## src/rtl/ai_traffic_scheduler_pkg.sv

```systemverilog
// Shared car-state layout used by the scheduler and the single-car controllers.
package ai_traffic_scheduler_pkg;

    localparam int unsigned CAR_FIELDS = 5;
    localparam int unsigned FIELD_W    = 11;

    // Field positions inside car_state_t, MSB first: {img_id, x, y, width, height}
    localparam int unsigned IDX_IMG = 4;
    localparam int unsigned IDX_X   = 3;
    localparam int unsigned IDX_Y   = 2;
    localparam int unsigned IDX_W   = 1;
    localparam int unsigned IDX_H   = 0;

    localparam logic [FIELD_W-1:0] CAR_SIZE = 11'd64;

    typedef logic [CAR_FIELDS-1:0][FIELD_W-1:0] car_state_t;

    typedef enum logic [1:0] {
        S_IDLE,
        S_MOVE,
        S_SPAWN,
        S_PUBLISH
    } sched_state_t;

    function automatic car_state_t make_car(input logic [FIELD_W-1:0] img,
                                            input logic [FIELD_W-1:0] x,
                                            input logic [FIELD_W-1:0] y);
        car_state_t c;
        c          = '0;
        c[IDX_IMG] = img;
        c[IDX_X]   = x;
        c[IDX_Y]   = y;
        c[IDX_W]   = CAR_SIZE;
        c[IDX_H]   = CAR_SIZE;
        return c;
    endfunction

    localparam car_state_t CAR_DEFAULT = make_car(11'd1, 11'd0, 11'd0);

endpackage

```

## src/rtl/ai_traffic_scheduler_if.sv

```systemverilog
// Frame-side inputs and published snapshot outputs of the traffic scheduler.
interface ai_traffic_scheduler_if
    import ai_traffic_scheduler_pkg::*;
#(
    parameter int unsigned NUM_CARS = 4
);

    logic                        frame_start;
    logic [10:0]                 random;
    logic [3:0]                  speed;
    car_state_t [NUM_CARS-1:0]   cars_state;
    logic [NUM_CARS-1:0]         active;
    logic                        spawn_pulse;
    logic                        overrun;

    modport master (
        output frame_start, random, speed,
        input  cars_state, active, spawn_pulse, overrun
    );

    modport slave (
        input  frame_start, random, speed,
        output cars_state, active, spawn_pulse, overrun
    );

endinterface

```

## src/rtl/ai_traffic_scheduler_slot_finder.sv

```systemverilog
// Priority encoder: lowest-index slot whose active bit is clear.
module slot_finder #(
    parameter int unsigned N  = 4,
    parameter int unsigned IW = 2
) (
    input  logic [N-1:0]  active_mask,
    output logic          found,
    output logic [IW-1:0] idx
);

    always_comb begin
        found = 1'b0;
        idx   = '0;
        for (int unsigned i = 0; i < N; i++) begin
            if (!found && !active_mask[i]) begin
                found = 1'b1;
                idx   = IW'(i);
            end
        end
    end

endmodule

```

## src/rtl/ai_traffic_scheduler.sv

```systemverilog
// Per-frame AI car scheduler: move each slot, maybe spawn one car, then publish
// a consistent snapshot of all slots.
module ai_traffic_scheduler
    import ai_traffic_scheduler_pkg::*;
#(
    parameter int unsigned NUM_CARS  = 4,
    parameter int unsigned SCREEN_H  = 480,
    parameter int unsigned X_MIN     = 192,
    parameter int unsigned X_SPAN    = 128,
    parameter int unsigned SPAWN_GAP = 60
) (
    input  logic clk,
    input  logic resetN,
    ai_traffic_scheduler_if.slave bus
);

    localparam int unsigned IW = (NUM_CARS > 1) ? $clog2(NUM_CARS) : 1;
    localparam int unsigned CW = (SPAWN_GAP > 0) ? $clog2(SPAWN_GAP + 1) : 1;

    localparam logic [11:0]   Y_LIMIT  = 12'(SCREEN_H);
    localparam logic [10:0]   X_BASE   = 11'(X_MIN);
    localparam logic [10:0]   X_MASK   = 11'(X_SPAN - 1);
    localparam logic [IW-1:0] LAST_IDX = IW'(NUM_CARS - 1);
    localparam logic [CW-1:0] GAP      = CW'(SPAWN_GAP);

    sched_state_t state, state_n;
    logic [IW-1:0] idx, idx_n;
    logic move_en, spawn_en, pub_en;

    car_state_t [NUM_CARS-1:0] cars_w, cars_pub;
    logic [NUM_CARS-1:0]       active_w, active_pub;
    logic [CW-1:0]             cooldown;
    logic                      spawn_pulse_q;
    logic                      overrun_q;

    logic          free_found;
    logic [IW-1:0] free_idx;
    logic [11:0]   y_next;
    logic [10:0]   spawn_img;
    logic [10:0]   spawn_x;

    slot_finder #(
        .N  (NUM_CARS),
        .IW (IW)
    ) u_slot_finder (
        .active_mask (active_w),
        .found       (free_found),
        .idx         (free_idx)
    );

    // One bit of headroom so the off-screen test cannot wrap.
    assign y_next    = {1'b0, cars_w[idx][IDX_Y]} + {8'd0, bus.speed};
    assign spawn_img = {9'd0, bus.random[10:9]} + 11'd1;
    assign spawn_x   = X_BASE + (bus.random & X_MASK);

    always_ff @(posedge clk or negedge resetN) begin
        if (!resetN) begin
            state <= S_IDLE;
            idx   <= '0;
        end else begin
            state <= state_n;
            idx   <= idx_n;
        end
    end

    always_comb begin
        state_n  = state;
        idx_n    = idx;
        move_en  = 1'b0;
        spawn_en = 1'b0;
        pub_en   = 1'b0;
        case (state)
            S_IDLE: begin
                if (bus.frame_start) begin
                    state_n = S_MOVE;
                    idx_n   = '0;
                end
            end
            S_MOVE: begin
                move_en = 1'b1;
                if (idx == LAST_IDX) state_n = S_SPAWN;
                else                 idx_n   = idx + IW'(1);
            end
            S_SPAWN: begin
                spawn_en = 1'b1;
                state_n  = S_PUBLISH;
            end
            S_PUBLISH: begin
                pub_en  = 1'b1;
                state_n = S_IDLE;
            end
            default: state_n = S_IDLE;
        endcase
    end

    always_ff @(posedge clk or negedge resetN) begin
        if (!resetN) begin
            cars_w        <= {NUM_CARS{CAR_DEFAULT}};
            active_w      <= '0;
            cars_pub      <= {NUM_CARS{CAR_DEFAULT}};
            active_pub    <= '0;
            cooldown      <= '0;
            spawn_pulse_q <= 1'b0;
            overrun_q     <= 1'b0;
        end else begin
            spawn_pulse_q <= 1'b0;
            if (bus.frame_start && state != S_IDLE) overrun_q <= 1'b1;

            if (move_en && active_w[idx]) begin
                if (y_next >= Y_LIMIT) active_w[idx] <= 1'b0;
                else                   cars_w[idx][IDX_Y] <= y_next[10:0];
            end

            // A full screen with cooldown at zero simply leaves cooldown at zero.
            if (spawn_en) begin
                if (cooldown == '0 && free_found) begin
                    cars_w[free_idx]   <= make_car(spawn_img, spawn_x, 11'd0);
                    active_w[free_idx] <= 1'b1;
                    cooldown           <= GAP;
                    spawn_pulse_q      <= 1'b1;
                end else if (cooldown != '0) begin
                    cooldown <= cooldown - CW'(1);
                end
            end

            if (pub_en) begin
                cars_pub   <= cars_w;
                active_pub <= active_w;
            end
        end
    end

    assign bus.cars_state  = cars_pub;
    assign bus.active      = active_pub;
    assign bus.spawn_pulse = spawn_pulse_q;
    assign bus.overrun     = overrun_q;

endmodule

```

## src/flat_wrapper.sv

```systemverilog
// flat-port wrapper written by rule: the top's interface ports become plain ports
module ai_traffic_scheduler_flat import ai_traffic_scheduler_pkg::*;
#(
    parameter int unsigned NUM_CARS  = 4,
    parameter int unsigned SCREEN_H  = 480,
    parameter int unsigned X_MIN     = 192,
    parameter int unsigned X_SPAN    = 128,
    parameter int unsigned SPAWN_GAP = 60
)
  (clk, resetN, bus_frame_start, bus_random, bus_speed, bus_cars_state, bus_active, bus_spawn_pulse, bus_overrun);
  ai_traffic_scheduler_if #(.NUM_CARS(NUM_CARS)) bus_i ();
  input  logic clk;
  input  logic resetN;
  input wire logic [$bits(bus_i.frame_start)-1:0] bus_frame_start;
  input wire logic [$bits(bus_i.random)-1:0] bus_random;
  input wire logic [$bits(bus_i.speed)-1:0] bus_speed;
  output wire logic [$bits(bus_i.cars_state)-1:0] bus_cars_state;
  output wire logic [$bits(bus_i.active)-1:0] bus_active;
  output wire logic [$bits(bus_i.spawn_pulse)-1:0] bus_spawn_pulse;
  output wire logic [$bits(bus_i.overrun)-1:0] bus_overrun;
  assign bus_i.frame_start = bus_frame_start;
  assign bus_i.random = bus_random;
  assign bus_i.speed = bus_speed;
  assign bus_cars_state = bus_i.cars_state;
  assign bus_active = bus_i.active;
  assign bus_spawn_pulse = bus_i.spawn_pulse;
  assign bus_overrun = bus_i.overrun;
  ai_traffic_scheduler #(.NUM_CARS(NUM_CARS), .SCREEN_H(SCREEN_H), .X_MIN(X_MIN), .X_SPAN(X_SPAN), .SPAWN_GAP(SPAWN_GAP)) u_core (.clk(clk), .resetN(resetN), .bus(bus_i));
endmodule
```

## config.mk

```make
export PLATFORM = sky130hd
export DESIGN_NAME = ai_traffic_scheduler_flat
export DESIGN_NICKNAME = d
export VERILOG_FILES = /design/src/rtl/ai_traffic_scheduler_pkg.sv /design/src/rtl/ai_traffic_scheduler_if.sv /design/src/rtl/ai_traffic_scheduler_slot_finder.sv /design/src/rtl/ai_traffic_scheduler.sv /design/src/flat_wrapper.sv
export SDC_FILE = /design/constraint.sdc
export NUM_CORES = 1
export LEC_CHECK = 0
export CAP_MARGIN = 0
export CORE_MARGIN = 5
export CORE_UTILIZATION = 54
export DETAILED_ROUTE_END_ITERATION = 10
export GPL_TIMING_DRIVEN = 0
export PLACE_DENSITY = 0.89
export SLEW_MARGIN = 25
export SYNTH_ARGS = -nofsm -noshare
export SYNTH_HDL_FRONTEND = slang
export SYNTH_SLANG_ARGS = --single-unit
```

## constraint.sdc

```tcl
create_clock -name clk -period 11 [get_ports clk]
set_input_delay 3.3 -clock clk [delete_from_list [all_inputs] [get_ports clk]]
set_output_delay 3.3 -clock clk [all_outputs]
set_load 0.02 [all_outputs]
```

After elaboration in Yosys (flattened, before gate mapping)
Index checks and enable logic that the tools add are counted.
{"block": "totals", "ff_bits": 460, "in_bits": 18, "output_inout_bits": 226, "elab_cells": 131}
{"block": "op_classes", "addsub": 5, "n_lt_le_gt_ge": 5, "n_eq_ne": 7, "n_mux": 42, "bitwise": 3, "n_reduce_logical": 22}
{"operator": "$mux 220", "n": 4}
{"operator": "$bwmux 220", "n": 2}
{"operator": "$demux 55 s2", "n": 2}
{"operator": "$bmux 55 s2", "n": 1}
{"operator": "$mux 33", "n": 2}
{"operator": "$mux 55", "n": 1}
{"operator": "$mux 4", "n": 4}
{"operator": "$mux 1", "n": 13}
{"operator": "$add 11x4->12", "n": 1}
{"operator": "$ge 12x9->1 const B", "n": 1}
{"operator": "$mux 2", "n": 6}
{"operator": "$mux 6", "n": 2}
{"operator": "$add 8x7->9 const A", "n": 1}
{"operator": "$logic_and 1x1->1", "n": 8}
{"operator": "$pmux 2 s4", "n": 1}
{"operator": "$eq 2x2->1 const B", "n": 3}
{"operator": "$logic_not 6->1", "n": 1}
{"operator": "$lt 2x3->1 const B", "n": 2}
{"operator": "$reduce_bool 2->1", "n": 3}
{"operator": "$reduce_bool 6->1", "n": 1}
{"operator": "$sub 6x1->6 const B", "n": 1}
{"operator": "$logic_not 1->1", "n": 5}
{"operator": "$and 4x4->4", "n": 1}
{"operator": "$demux 1 s2", "n": 2}
{"operator": "13 further kinds", "n": 16}

Longest topological paths before layout
Gate-level depths: netlist of the first run.
{"block": "depth", "depth_word": 16, "depth_mapped": 12, "ltp_nobuf": 10}

Hierarchy
A second synthesis of the first run with hierarchy kept.
{"block": "unflattened", "cells_unflattened": 790, "hier_area_um2": 9734.3}
{"module": "ai_traffic_scheduler", "n_inst": 1, "cells_per_inst": 785, "area_per_inst_um2": 9705.6, "seq_area_each_um2": 5124.9}
{"module": "slot_finder", "n_inst": 1, "cells_per_inst": 5, "area_per_inst_um2": 28.8, "seq_area_each_um2": 0.0}

Worst setup path before layout of the first run
Ideal clock, no wire load.
{"block": "synth_path", "kind": "input-to-reg", "from": "input bus_speed[0]", "to": "register u_core.cars_w[31] in the netlist's numbering", "setup_ns": 0.120, "t_arrival_ns": 5.532, "required_ns": 10.880, "slack_ns": 5.348, "cell_stages": 9, "n_path_buf": 1, "path_cell_list": "ha_1 fa_1 a21o_1 a21oi_1 nor4b_1 mux2_4 or3_1 buf_2 and3_1"}
{"block": "synth_between", "elab_chain_cells": 7, "word_cells_on_any_way": 8, "classes_between": "add/sub (1); order compare (1); mux (6)"}
{"item": "start, declared", "line_no": "flat_wrapper.sv:16", "source": "input wire logic [$bits(bus_i.speed)-1:0] bus_speed;"}
{"item": "$add 11x4->12 (*)", "line_no": "ai_traffic_scheduler.sv:52", "source": "assign y_next = {1'b0, cars_w[idx][IDX_Y]} + {8'd0, bus.speed};"}
{"item": "$ge 12x9->1 / $bwmux 220 (equally long branches)", "line_no": "ai_traffic_scheduler.sv:110, ai_traffic_scheduler.sv:111"}
{"item": "$mux 220 (*)", "line_no": "ai_traffic_scheduler.sv:110", "source": "if (y_next >= Y_LIMIT) active_w[idx] <= 1'b0;"}
{"item": "$mux 220 (*)", "line_no": "ai_traffic_scheduler.sv:109", "source": "if (move_en && active_w[idx]) begin"}
{"item": "$bwmux 220", "line_no": "ai_traffic_scheduler.sv:117", "source": "cars_w[free_idx] <= make_car(spawn_img, spawn_x, 11'd0);"}
{"item": "$mux 220", "line_no": "ai_traffic_scheduler.sv:116", "source": "if (cooldown == '0 && free_found) begin"}
{"item": "$mux 220 (*)", "line_no": "ai_traffic_scheduler.sv:115", "source": "if (spawn_en) begin"}
{"item": "end signal, assigned", "line_no": "ai_traffic_scheduler.sv:98", "source": "cars_w <= {NUM_CARS{CAR_DEFAULT}};"}
{"item": "end signal, assigned by index", "line_no": "ai_traffic_scheduler.sv:111", "source": "else cars_w[idx][IDX_Y] <= y_next[10:0];"}
{"item": "end signal, assigned by index", "line_no": "ai_traffic_scheduler.sv:117"}
{"item": "end, declared", "line_no": "ai_traffic_scheduler.sv:30", "source": "car_state_t [NUM_CARS-1:0] cars_w, cars_pub;"}
Mark *: on every way between the ends. The rest lies on a longest branch, timed or not.
A chain may end at the register's enable or synchronous reset.

Worst setup path after layout of the first run
{"block": "layout_path", "from": "input bus_speed[0]", "to": "register u_core.cars_w[137] in the netlist's numbering"}
The elaborated chain is that of the path after synthesis.

==> results of run 1 <==
## where the power goes
group	switching, W	total [W]	internal [W]
Clock	0.000297	0.000720	0.000423
Sequential	0.000162	0.00114	0.000982
Combinational	0.000766	0.00143	0.000669
## sequential cells by signal (all words and copies together), names as in the netlist
name,flops
u_core.active_w,4
u_core.bus.active,4
u_core.bus.cars_state,92
u_core.bus.overrun,1
u_core.bus.spawn_pulse,1
u_core.cars_w,92
u_core.cooldown,6
u_core.idx,2
u_core.state,2
## per-stage QoR
step / instance area [um^2] / std cells
2_1_floorplan: 10200 / 949
3_3_place_gp: 11600 / 1299
3_5_place_dp: 11700 / 1301
4_1_cts: 12400 / 1340
5_1_grt: 12400 / 1340
6_report: 12400 / 1340
## cell families (layout without fill, tap and decap cells)
| family | Yosys count | after routing | share of synthesized area [%] |
|---|---|---|---|
| xor gates and xnor gates | 6 | 6 | 0.542 |
| buffers and inverters | 179 | 341 | 12.3 |
| DFF | 204 | 204 | 52.8 |
| and+or+nand+nor | 225 | 225 | 10.0 |
| muxes | 153 | 153 | 18.7 |
| AOI/OAI and AO/OA | 46 | 46 | 3.42 |
| other | 1 | 120 | 0.0386 |
| adders and majority gates | 16 | 16 | 2.14 |
## cell usage after synthesis, types with 2 or more instances
cell	number
sky130_fd_sc_hd__o21ai_0	16
sky130_fd_sc_hd__dfstp_2	16
sky130_fd_sc_hd__clkbuf_1	31
sky130_fd_sc_hd__xnor2_1	3
sky130_fd_sc_hd__buf_4	130
sky130_fd_sc_hd__or3_1	5
sky130_fd_sc_hd__nand2b_1	4
sky130_fd_sc_hd__mux2i_1	34
sky130_fd_sc_hd__a21oi_1	4
sky130_fd_sc_hd__xor2_1	3
sky130_fd_sc_hd__nor3_1	7
sky130_fd_sc_hd__dfrtp_1	188
sky130_fd_sc_hd__ha_1	15
sky130_fd_sc_hd__nand2_1	170
sky130_fd_sc_hd__inv_1	12
sky130_fd_sc_hd__or2_2	3
sky130_fd_sc_hd__mux2_1	6
sky130_fd_sc_hd__a211oi_2	2
sky130_fd_sc_hd__a311o_1	4
sky130_fd_sc_hd__a21boi_0	3
sky130_fd_sc_hd__nand4_1	4
sky130_fd_sc_hd__o31ai_1	4
sky130_fd_sc_hd__mux2_2	100
sky130_fd_sc_hd__nor2_1	10
sky130_fd_sc_hd__buf_6	4
sky130_fd_sc_hd__mux4_2	12
sky130_fd_sc_hd__a21o_1	3
sky130_fd_sc_hd__buf_2	2
sky130_fd_sc_hd__nand3_1	2
sky130_fd_sc_hd__or4_1	2
sky130_fd_sc_hd__and2_1	3
sky130_fd_sc_hd__and3_1	3
sky130_fd_sc_hd__nor3b_1	6
sky130_fd_sc_hd__a22o_1	3
## critical path, cell delays in order
cell,delay [ns]
sky130_fd_sc_hd__clkdlybuf4s50_1,0.42
sky130_fd_sc_hd__ha_1,0.26
sky130_fd_sc_hd__fa_1,0.42
sky130_fd_sc_hd__a21o_1,0.17
sky130_fd_sc_hd__a21oi_1,0.45
sky130_fd_sc_hd__nor4b_1,0.17
sky130_fd_sc_hd__mux2_4,0.38
sky130_fd_sc_hd__nor4b_2,0.40
sky130_fd_sc_hd__buf_6,0.25
sky130_fd_sc_hd__mux2i_1,0.23
## cell type report
class | instances | area (um^2) | area share [%]
buffer | 167 | 1150 | 9.24
clock buffer | 34 | 636 | 5.12
clock inverter | 5 | 70.1 | 0.564
inverter | 12 | 45.0 | 0.363
multi-input combinational | 566 | 3830 | 30.9
sequential | 204 | 5120 | 41.3
tap | 229 | 287 | 2.31
timing repair buffer | 123 | 1270 | 10.2
## per-layer routing
metal	global-route usage (%)	vias to the layer above	share of wire [%]
met2	38.0	340	49
met5	0	-	0
met1	29.3	3327	37
met4	9.46	0	4.2
met3	5.52	77	9.5
li1	-	3077	-
## how the worst max path moves through the flow
stage	startpoint	endpoint	slack, ns	depth (start not counted)
after CTS	bus_speed[0]	u_core.cars_w[195]	5.02	10
after global routing	bus_speed[0]	u_core.cars_w[30]	4.83	10
after floorplan	bus_speed[0]	u_core.cars_w[31]	5.35	9
after global placement	resetN	u_core.bus.cars_state[141]	-1.58	1
final	bus_speed[0]	u_core.cars_w[137]	4.96	10
after detailed placement	bus_speed[0]	u_core.cars_w[30]	4.55	10
==> impl_metrics.toml, run 1 <==
[cts]
cts-root-buf = "sky130_fd_sc_hd__clkbuf_16"
cts_tree = "yes"
htree_levels = 1
cts_setup_buffers = 0
cts.path.max_buffers = 3
clkLatencyLatePin_ns = 0.51
cts.hold.buffers_added = 0
post_cts_resized = 0
clock_sink_count = 204
clkTransAtPathRegs_ns = 0.06
tritoncts_buffers = 22

[worst_hold_path]
timing.hold.worst.class = "flip-flop to flip-flop"
timing.hold.worst.start = "u_core.bus.overrun"
hold_depth = 1
hold_end = "u_core.bus.overrun"

[worst_setup_path]
critical_path.reg2reg.startpoint = "u_core.idx[1]"
critical_path_peak_fanout = 10
cp_data_required_time_ns = 11.41
setup.worst_path.end_class = "flip-flop"
critical_path.startpoint_type = "input pin"
timing_worst_setup_path_type = "input pin to flip-flop"
reg2reg_to = "u_core.cars_w[137]"
reg2reg_depth = 11
arrival_ns = 6.46
regToRegSetupSlack_ns = 6.90

[synthesis]
area_leader_netlist = "sky130_fd_sc_hd__dfrtp_1"
yosysSeqAreaShare_pct = 52.8
synthDistinctLibCells = 50
yosysTopAreaCellShare_pct = 48.5
postSynthRegisterBits = 204
syn_area_um2 = 9710
yosysWarningCount = 0
post_synth_inst_count = 830
ys.flop_type = "sky130_fd_sc_hd__dfrtp_1"
syn-mean-instance-area_um2 = 11.7
synth.area.top_cells = "sky130_fd_sc_hd__dfrtp_1, sky130_fd_sc_hd__mux2_2, sky130_fd_sc_hd__buf_4, sky130_fd_sc_hd__nand2_1, sky130_fd_sc_hd__dfstp_2"
synth_edf_count = 0
postSynth.asyncResetShare_pct = 100

[detailed_routing]
route.detailed.drc = 0
wl_per_cell_um = 18.0
detail_route.iter0.violations = 520
detailedRoute.firstPassIterationCount = 5
drt_wl_total_mm = 24.2
route.vias.total = 6821
ant_nets = 0
drt-vias-per-instance = 5.09

[sta]
grt_setup_unrepaired = "no"
final.setup.tns_ns = 0
relSlewSlack_pct = 42.1
setup_violations = 0
timing.final.crit_period_ns = 6.04
holdWs_ns = 0.470
worstMarginPinSlew_ns = 0.869
maxClockFrequency_mhz = 166
clock_skew_after_layout_ns = 0.0185
final_hold_viol_count = 0
finalWorstSetupSlack_ns = 4.96
period_utilization_pct = 54.9
timing.final.max_slew_violations = 0

[place]
buffer_ports.inserted = 121
routabilityCongestion = 0.905
dp_worst_setup_slack_ns = 4.55
hpwlAfterDp_mm = 17.0

[finish]
utilization_pct = 69.6
post_route_cells_drive_above_1_share_pct = 27.7
synthToLayoutAreaGrowth_pct = 27.9
mostFrequentLayoutCell = "sky130_fd_sc_hd__dfrtp_1"
nFillCells = 1234
finish.net_count = 1130
most-common-layout-cells = "sky130_fd_sc_hd__dfrtp_1, sky130_fd_sc_hd__nand2_1, sky130_fd_sc_hd__buf_4, sky130_fd_sc_hd__conb_1, sky130_fd_sc_hd__clkdlybuf4s50_1"
num_antenna_cells = 0

[pwr]
totalPowerFinal_w = 0.00330
static-leakage-power_nw = 5.79
p_per_area_nw_per_um2 = 266
irDropWorstVdd_v = 0.000145

[floorplan]
design.portCount = 244
core_area_um2 = 17800
floorplan.initialDensity_pct = 54.4
die_x_um = 144
dieHeight_um = 144
die_area_um2 = 20800
std_cell_rows = 49

[global_route]
number_of_antenna_violations_at_the_first_check_in_global_routing = 0
first_global_vias = 6916
track_usage_pct = 23.0
grt.overflow.total = 0
grt_first_pass_wirelength_mm = 37.4
grt_start_max_net_pins = 89

[run_status]
status = "finished, final reports clean"

[job]
maximum_capacitance_violations = 0
No activity file was read; power rests on OpenSTA's default activity.
==> run 2: changes to the inputs <==
- CORE_UTILIZATION: 54 -> 45
- PLACE_DENSITY: 0.89 -> 0.79
- clock period: 11 -> 4.9 ns (I/O delays scaled with it)
==> run 2 against run 1 <==
Highest routed layer unchanged. Largest power group unchanged. Core utilization down 10 points. Count of clock-buffer cells in the layout fell by 8. Combinational power up 120%.
==> impl_metrics.toml, run 2 (synthesized netlist as in run 1, its figures left out) <==
[run_status]
status = "finished, final reports clean"

[cts]
clkLatencyLatePin_ns = 0.50
cts_setup_buffers = 0
post_cts_resized = 0
cts.path.max_buffers = 3
cts-root-buf = "sky130_fd_sc_hd__clkbuf_16"
htree_levels = 1
clock_sink_count = 204
tritoncts_buffers = 21
cts_tree = "yes"
cts.hold.buffers_added = 0
clkTransAtPathRegs_ns = 0.06

[pwr]
p_per_area_nw_per_um2 = 593
irDropWorstVdd_v = 0.000323
static-leakage-power_nw = 5.82

[global_route]
grt_first_pass_wirelength_mm = 36.6
grt.overflow.total = 0
grt_start_max_net_pins = 92
number_of_antenna_violations_at_the_first_check_in_global_routing = 0
track_usage_pct = 18.7
first_global_vias = 6777

[sta]
final_hold_viol_count = 0
timing.final.max_slew_violations = 0
relSlewSlack_pct = 38.0
grt_setup_unrepaired = "no"
maxClockFrequency_mhz = 235
holdWs_ns = 0.467
final.setup.tns_ns = 0
period_utilization_pct = 86.8
clock_skew_after_layout_ns = 0.00913
setup_violations = 0
timing.final.crit_period_ns = 4.25
worstMarginPinSlew_ns = 0.929

[detailed_routing]
detailedRoute.firstPassIterationCount = 4
route.vias.total = 6562
ant_nets = 0
drt-vias-per-instance = 4.74
detail_route.iter0.violations = 276
route.detailed.drc = 0
drt_wl_total_mm = 23.2
wl_per_cell_um = 16.7

[worst_setup_path]
setup.worst_path.end_class = "flip-flop"
critical_path_peak_fanout = 9
reg2reg_depth = 12
cp-endpoint = "u_core.cars_w[25]"
critical_path.reg2reg.startpoint = "u_core.idx[0]"
critical_path.startpoint_type = "input pin"
timing_worst_setup_path_type = "input pin to flip-flop"
reg2reg_to = "u_core.cars_w[25]"
critical_path.startpoint = "bus_speed[0]"
cp_data_required_time_ns = 5.31
regToRegSetupSlack_ns = 0.79
arrival_ns = 4.66

[finish]
utilization_pct = 59.1
post_route_cells_drive_above_1_share_pct = 28.2
finish.net_count = 1129
nFillCells = 1730
most-common-layout-cells = "sky130_fd_sc_hd__dfrtp_1, sky130_fd_sc_hd__nand2_1, sky130_fd_sc_hd__buf_4, sky130_fd_sc_hd__conb_1, sky130_fd_sc_hd__clkdlybuf4s50_1"
design_area_um2 = 12500
mostFrequentLayoutCell = "sky130_fd_sc_hd__dfrtp_1"
num_antenna_cells = 0
synthToLayoutAreaGrowth_pct = 28.9

[floorplan]
die_x_um = 157
core_area_um2 = 21200
die_area_um2 = 24600
floorplan.initialDensity_pct = 45.9
design.portCount = 244
std_cell_rows = 53
dieHeight_um = 157

[place]
hpwlAfterDp_mm = 16.8
routabilityCongestion = 0.886
buffer_ports.inserted = 121
placement.cell_area_um2 = 11800

[job]
maximum_capacitance_violations = 0

[worst_hold_path]
timing.hold.worst.class = "flip-flop to flip-flop"
## run 2: critical path, stage by stage
cell	delay, ns
sky130_fd_sc_hd__clkdlybuf4s50_1	0.44
sky130_fd_sc_hd__ha_1	0.27
sky130_fd_sc_hd__fa_1	0.42
sky130_fd_sc_hd__a21o_1	0.17
sky130_fd_sc_hd__a21oi_1	0.44
sky130_fd_sc_hd__o21ai_0	0.24
sky130_fd_sc_hd__a221oi_2	0.51
sky130_fd_sc_hd__or3_1	0.18
sky130_fd_sc_hd__buf_2	0.27
sky130_fd_sc_hd__mux2i_1	0.25
## run 2: layout make-up
| cell class | instances | area, um^2 | area share (%) |
|---|---|---|---|
| buffer | 167 | 1150 | 9.17 |
| clock buffer | 26 | 574 | 4.59 |
| clock inverter | 12 | 168 | 1.34 |
| inverter | 12 | 45.0 | 0.360 |
| multi-input combinational | 566 | 3830 | 30.7 |
| sequential | 204 | 5120 | 41.0 |
| tap | 275 | 344 | 2.75 |
| timing repair buffer | 123 | 1270 | 10.2 |
## run 2: layer usage
| layer | part of all wire (%) | GRT usage [%] | wire (um) | up-vias |
|---|---|---|---|---|
| met2 | 48 | 31.2 | 11200 | 221 |
| met5 | 0 | 0 | 0 | - |
| met4 | 2.3 | 4.92 | 531 | 0 |
| met3 | 8.7 | 4.84 | 2010 | 40 |
| met1 | 41 | 24.5 | 9430 | 3230 |
| li1 | - | - | - | 3071 |
## run 2: worst min-delay path by stage
stage | from | to | slack, ns | cells past startpoint
finish | u_core.cars_w[96] | u_core.cars_w[96] | 0.47 | 2
global route | u_core.bus.overrun | u_core.bus.overrun | 0.49 | 1
CTS | u_core.cars_w[96] | u_core.cars_w[96] | 0.47 | 2
detailed placement | u_core.cars_w[93] | u_core.cars_w[93] | 0.45 | 2
global placement | u_core.bus.overrun | u_core.bus.overrun | 0.44 | 1
floorplan | u_core.cars_w[100] | u_core.cars_w[100] | 0.43 | 2
## run 2: power breakdown
group | internal (W) | switching [W]
Sequential | 0.00220 | 0.000355
Clock | 0.00105 | 0.000660
Combinational | 0.00150 | 0.00166
Total | 0.00475 | 0.00267
## run 2: stage by stage
| stage | cells | setup WS [ns] | power [W] |
|---|---|---|---|
| floorplan | 949 | 1.08 | 0.00459 |
| global placement | 1345 | -5.99 | 0.00564 |
| detailed placement | 1347 | 0.236 | 0.00574 |
| CTS | 1385 | 0.715 | 0.00747 |
| global route | 1385 | 0.491 | 0.00787 |
| finish | 1385 | 0.648 | 0.00742 |
==> run 3: changes to the inputs <==
- SKIP_LAST_GASP: unset -> 1
==> results of run 3 <==
Same layout as run 2: the final DEF is identical, and so are final timing and power.
